File: config.mk
export PLATFORM = sky130hd
export DESIGN_NAME = memo_board_ctrl
export DESIGN_NICKNAME = d
export VERILOG_FILES = /design/src/rtl/memo_board_ctrl.sv
export SDC_FILE = /design/constraint.sdc
export NUM_CORES = 1
export LEC_CHECK = 0
export ABC_AREA = 1
export BUFFER_PORTS_ARGS = -buffer_cell sky130_fd_sc_hd__buf_4
export CAP_MARGIN = 15
export CORE_MARGIN = 8
export CORE_UTILIZATION = 30
export CTS_CLUSTER_SIZE = 24
export DETAILED_ROUTE_END_ITERATION = 7
export PLACE_DENSITY = 0.56
export SKIP_LAST_GASP = 1
export SYNTH_ARGS = -nofsm -noshare
export SYNTH_HDL_FRONTEND = slang
export SYNTH_SLANG_ARGS = --single-unit
File: constraint.sdc
create_clock -name clk -period 3.1 [get_ports clk]
set_clock_uncertainty 0.15 [all_clocks]
set_input_delay 0.62 -clock clk [delete_from_list [all_inputs] [get_ports clk]]
set_output_delay 0.62 -clock clk [all_outputs]
set_load 0.01 [all_outputs]
File: src/rtl/memo_board_ctrl.sv
// Card-board controller for the memory-match game: 4x4 layout, grid cursor, pick strobes
// to the turn manager, pair resolution with a timed reveal of missed pairs, player toggle.
module memo_board_ctrl #(
  parameter logic [63:0] LAYOUT      = 64'h3062_5147_7415_2603,
  parameter int unsigned HOLD_CYCLES = 50_000_000,
  parameter int unsigned NPAIRS      = 8
) (
  input  logic        clk,
  input  logic        rst,
  input  logic        btn_up,
  input  logic        btn_down,
  input  logic        btn_left,
  input  logic        btn_right,
  input  logic        btn_sel,
  output logic        sel_o,
  output logic [3:0]  card_val_o,
  output logic        card_free_o,
  output logic        player_o,
  output logic [3:0]  cursor_o,
  output logic [15:0] revealed_o,
  output logic [15:0] matched_o,
  output logic [3:0]  pairs_o,
  output logic        busy_o,
  output logic        game_over_o
);

  localparam int CW = (HOLD_CYCLES > 1) ? $clog2(HOLD_CYCLES) : 1;
  localparam logic [CW-1:0] HOLD_LOAD = CW'(HOLD_CYCLES - 1);
  localparam logic [3:0] NPAIRS_L = 4'(NPAIRS);

  typedef enum logic [2:0] {PICK1, PICK2, CHECK, SHOW, DONE} state_e;

  state_e         state_q, state_d;
  logic [1:0]     row_q, row_d;
  logic [1:0]     col_q, col_d;
  logic [3:0]     first_q, first_d;
  logic [3:0]     second_q, second_d;
  logic [CW-1:0]  holdCnt_q, holdCnt_d;
  logic [15:0]    revealed_q, revealed_d;
  logic [15:0]    matched_q, matched_d;
  logic [3:0]     pairs_q, pairs_d;
  logic           player_q, player_d;
  logic           sel_q, sel_d;
  logic [3:0]     cardVal_q, cardVal_d;
  logic           cardFree_q, cardFree_d;
  logic           busy_q, busy_d;
  logic           gameOver_q, gameOver_d;

  logic [3:0]     cursorIdx;
  logic           pickFree;
  logic [3:0]     pairsInc;

  function automatic logic [3:0] cardValue(input logic [3:0] idx);
    return LAYOUT[{idx, 2'b00} +: 4];
  endfunction

  assign cursorIdx = {row_q, col_q};
  assign pickFree  = ~(revealed_q[cursorIdx] | matched_q[cursorIdx]);
  assign pairsInc  = pairs_q + 4'd1;

  always_comb begin
    state_d    = state_q;
    row_d      = row_q;
    col_d      = col_q;
    first_d    = first_q;
    second_d   = second_q;
    holdCnt_d  = holdCnt_q;
    revealed_d = revealed_q;
    matched_d  = matched_q;
    pairs_d    = pairs_q;
    player_d   = player_q;
    sel_d      = 1'b0;
    cardVal_d  = 4'd0;
    cardFree_d = 1'b0;

    if (btn_up) begin
      row_d = row_q - 2'd1;
    end else if (btn_down) begin
      row_d = row_q + 2'd1;
    end else if (btn_left) begin
      col_d = col_q - 2'd1;
    end else if (btn_right) begin
      col_d = col_q + 2'd1;
    end

    case (state_q)
      PICK1: begin
        if (btn_sel) begin
          sel_d      = 1'b1;
          cardVal_d  = cardValue(cursorIdx);
          cardFree_d = pickFree;
          if (pickFree) begin
            revealed_d[cursorIdx] = 1'b1;
            first_d               = cursorIdx;
            state_d               = PICK2;
          end
        end
      end
      PICK2: begin
        if (btn_sel) begin
          sel_d      = 1'b1;
          cardVal_d  = cardValue(cursorIdx);
          cardFree_d = pickFree;
          if (pickFree) begin
            revealed_d[cursorIdx] = 1'b1;
            second_d              = cursorIdx;
            state_d               = CHECK;
          end
        end
      end
      CHECK: begin
        if (cardValue(first_q) == cardValue(second_q)) begin
          matched_d[first_q]   = 1'b1;
          matched_d[second_q]  = 1'b1;
          revealed_d[first_q]  = 1'b0;
          revealed_d[second_q] = 1'b0;
          pairs_d              = (pairs_q >= NPAIRS_L) ? pairs_q : pairsInc;
          state_d              = (pairsInc == NPAIRS_L) ? DONE : PICK1;
        end else begin
          holdCnt_d = HOLD_LOAD;
          state_d   = SHOW;
        end
      end
      SHOW: begin
        // Leaving as the count reaches zero makes CHECK plus SHOW span exactly HOLD_CYCLES.
        if (holdCnt_q <= CW'(1)) begin
          holdCnt_d            = '0;
          revealed_d[first_q]  = 1'b0;
          revealed_d[second_q] = 1'b0;
          player_d             = ~player_q;
          state_d              = PICK1;
        end else begin
          holdCnt_d = holdCnt_q - CW'(1);
        end
      end
      DONE: begin
        state_d = DONE;
      end
      default: begin
        state_d = PICK1;
      end
    endcase

    busy_d     = (state_d == CHECK) || (state_d == SHOW);
    gameOver_d = (state_d == DONE);
  end

  always_ff @(posedge clk or negedge rst) begin
    if (!rst) begin
      state_q    <= PICK1;
      row_q      <= 2'd0;
      col_q      <= 2'd0;
      first_q    <= 4'd0;
      second_q   <= 4'd0;
      holdCnt_q  <= '0;
      revealed_q <= 16'd0;
      matched_q  <= 16'd0;
      pairs_q    <= 4'd0;
      player_q   <= 1'b0;
      sel_q      <= 1'b0;
      cardVal_q  <= 4'd0;
      cardFree_q <= 1'b0;
      busy_q     <= 1'b0;
      gameOver_q <= 1'b0;
    end else begin
      state_q    <= state_d;
      row_q      <= row_d;
      col_q      <= col_d;
      first_q    <= first_d;
      second_q   <= second_d;
      holdCnt_q  <= holdCnt_d;
      revealed_q <= revealed_d;
      matched_q  <= matched_d;
      pairs_q    <= pairs_d;
      player_q   <= player_d;
      sel_q      <= sel_d;
      cardVal_q  <= cardVal_d;
      cardFree_q <= cardFree_d;
      busy_q     <= busy_d;
      gameOver_q <= gameOver_d;
    end
  end

  assign sel_o       = sel_q;
  assign card_val_o  = cardVal_q;
  assign card_free_o = cardFree_q;
  assign player_o    = player_q;
  assign cursor_o    = {row_q, col_q};
  assign revealed_o  = revealed_q;
  assign matched_o   = matched_q;
  assign pairs_o     = pairs_q;
  assign busy_o      = busy_q;
  assign game_over_o = gameOver_q;

endmodule

==> results.toml <==
[worst_setup_path]
crit_cells = 11
r2r_start = "col_q[1]$_DFFE_PN0P_"
worst_ep_required_time_ps = 3230
r2r_end = "revealed_o[11]$_DFFE_PN0P_"
endpoint_kind = "flip-flop"
critPathMaxFanout = 20
criticalPathCategory = "reg2reg"
path_cells = "inv_2, nand3_1, nand2_1, nor2_1, nor2_1, nor2_1, nand3_1, nand2_1, buf_4, nand4_1, nand2_1"
reg2reg_setup_slack_ps = 370
slowest_stage = "dfrtp_1"
crit_path_start_kind = "flip-flop"
cp.arrival_ps = 2860
critPathMaxStageDelay_ps = 800
cpLargestDelayFamily = "simple AND/OR/NAND/NOR gates"
rr_worst_depth = 11
path_buf_inv = 2

[power]
vdd_drop_max_mv = 0.405
power_density_mw_per_mm2 = 1100
switching_power_mw = 3.53
p_sw_share_pct = 50.0
p_leak_nw = 3.17
clock_power_share_pct = 16.6
seq_power_share_pct = 29.5
p_comb_share_pct = 53.9
intPower_mw = 3.53

[place]
hpwl_um = 12600
port_buffers = 54
globalplace.congestion = 0.848
placed_cells = 1040

[final_layout]
layout-drive-gt1-share_pct = 12.6
layout.nets = 834
fill_cells = 1962
diodes = 0
final_cells = 1055
area_growth_pct = 16.5

[clocking]
numCtsBuffers = 9
postCtsHoldBufs = 0
clk_pin_slew_ps = 60
clockRootBuffer = "clkbuf_16"
htree_levels = 3
cts_tree = "yes"
cts.sinks = 85
clk_latency_ps = 350
cts_resized = 0
clock_path_buffers = 2
cts_setup_buffers = 0

[grt]
antenna_found_initial = 0
grt_pass1_vias = 5224
grt.total_usage_pct = 15.6
grt_pass1_wl_um = 28100
grt_remaining_overflow = 0
grt_max_degree = 40

[sta]
period_share_pct = 87.9
worst_slew_pin_slew_ps = 710
slew-limit-headroom_pct = 52.7
max_freq_ghz = 0.367
rsz0062_at_grt = "no"
final-hold-violation-count = 0
period_minus_slack_ps = 2730
setup-violations-final = 0
drv_slew = 0
setup_tns_ps = 0

[die]
coreArea_mm2 = 0.0180
die_y_um = 152
die_x_um = 152
io_pins = 56
rows = 49
die_area_mm2 = 0.0230
start_util_pct = 30.6

[synthesis]
synth-main-ff-cell = "dfrtp_1"
netlist.area_leader.share_pct = 38.5
ys_async_sr_fraction_pct = 100
synth.distinct_cells = 42
ys_warn_count = 0
synth_seq_cells = 85
synth-edff-count = 0
synth_nets = 789
synth_area_per_cell_um2 = 7.11
synth_cells = 777
syn_area_mm2 = 0.00552
synth_area_leader_cell = "dfrtp_1"
synth_area_leaders = "dfrtp_1 (39%), nand2_1 (14%), nor2_1 (6.3%)"
seq_area_frac_synth_pct = 38.5

[worst_hold_path]
worstHoldPathType = "in2async"

[detailed_routing]
drt-vias-per-instance = 5.04
remaining_drc_errors = 0
via_count = 5314
ant_nets = 0
wl_per_cell_um = 16.3
drt_iter0_drc = 478
routed_wl_um = 17200
first_pass_iters = 6

[outcome]
run_status = "finished clean"

[run]
maxCapViolCount = 0
==> metrics by stage <==
stage / util, % / worst slack (ps) / hold slack [ps] / power, mW / cell area (um2)
2_1_floorplan: - / 1120 / 174 / 4.61 / 5520
3_3_place_gp: 33.9 / 408 / 314 / 5.86 / 6120
3_5_place_dp: 33.9 / 419 / 316 / 5.88 / 6120
4_1_cts: 35.7 / 419 / 103 / 7.08 / 6430
5_1_grt: 35.7 / 56.1 / 123 / 7.68 / 6430
6_report: 35.7 / 374 / 84.4 / 7.06 / 6430
==> worst register-to-register path, stage by stage (launching register included) <==
cell	delay [ps]
dfrtp_1	800
inv_2	340
nand3_1	150
nand2_1	60
nor2_1	170
nor2_1	80
nor2_1	100
nand3_1	130
nand2_1	210
buf_4	260
nand4_1	130
nand2_1	110
==> worst max path at each step <==
| stage | from | to |
|---|---|---|
| 2_1_floorplan | col_q[0]$_DFFE_PN0P_ | revealed_o[10]$_DFFE_PN0P_ |
| 3_3_place_gp | col_q[1]$_DFFE_PN0P_ | revealed_o[2]$_DFFE_PN0P_ |
| 3_5_place_dp | col_q[1]$_DFFE_PN0P_ | second_q[1]$_DFFE_PN0P_ |
| 4_1_cts | col_q[1]$_DFFE_PN0P_ | second_q[1]$_DFFE_PN0P_ |
| 5_1_grt | col_q[1]$_DFFE_PN0P_ | revealed_o[8]$_DFFE_PN0P_ |
| 6_report | col_q[1]$_DFFE_PN0P_ | revealed_o[11]$_DFFE_PN0P_ |
==> layout make-up <==
class | count | area (um2) | share of cell area [%]
Multi-Input combinational cell | 574 | 2900 | 45.1
Sequential cell | 85 | 2130 | 33.1
Timing Repair Buffer | 62 | 465 | 7.24
Inverter | 90 | 338 | 5.25
Tap cell | 229 | 287 | 4.45
Clock buffer | 11 | 243 | 3.77
Clock inverter | 4 | 72.6 | 1.13
==> kinds of logic (layout without fill, tap and decap cells) <==
kind of cell / Yosys count / after routing / share of synthesized area, %
buf+inv: 118 / 167 / 8.97
fa+ha+maj: 5 / 5 / 1.13
simple gates: 408 / 408 / 32.0
flops: 85 / 85 / 38.5
compound gates: 134 / 134 / 15.2
xor+xnor: 26 / 26 / 4.12
other cells: 1 / 1 / 0.0679
==> per-layer routing <==
metal | vias to the layer above | GRT usage, % | part of all wire (%)
li1 | 2639 | - | -
met3 | 19 | 2.61 | 5.8
met2 | 157 | 23.8 | 44
met1 | 2499 | 21.9 | 49
met5 | - | 0 | 0
met4 | 0 | 5.19 | 1.7
==> cells in the final DEF (no fill, tap or decap), drive strengths merged, types with 3 or more instances in the layout <==
cell type and instances:
nor3 8, o22ai 7, ha 5, o31ai 4, a21oi 20, buf 62
clkbuf 11, o21bai 28, o21a 4, nand3 53, xor2 23, xnor2 3
dfrtp 85, nand4 27, inv 89, nand2 217, o21ai 53, nor2 98
o41ai 12
==> Yosys cell counts, types with 3 or more instances <==
cell and instances:
nand2_1 207, nor2_1 93, dfrtp_1 85, inv_1 80, nand3_1 52, o21ai_0 45
o21bai_1 28, nand4_1 26, xor2_1 23, a21oi_1 19, buf_2 15, o41ai_1 12
inv_2 9, nand2_2 8, nor3_1 8, o21ai_1 8, o22ai_1 7, buf_4 5
clkbuf_1 5, ha_1 5, o21a_1 4, o31ai_1 4, nor2_2 3, xnor2_1 3
==> power groups by stage <==
| stage | combinational (mW) | sequential (mW) | clock [mW] |
|---|---|---|---|
| floorplan | 2.65 | 1.96 | 0 |
| CTS | 3.81 | 2.07 | 1.20 |
| global route | 4.29 | 2.15 | 1.24 |
| finish | 3.81 | 2.08 | 1.17 |
| detailed placement | 3.80 | 2.08 | 0 |
| global placement | 3.77 | 2.09 | 0 |
==> flip-flops by register name (all words and copies together) (netlist names), 2 cells and up <==
register,count
card_val_o,3
col_q,2
first_q,4
holdCnt_q,26
matched_o,16
pairs_o,4
revealed_o,16
row_q,2
second_q,4
state_q,3
No activity file was read; power rests on OpenSTA's default activity.
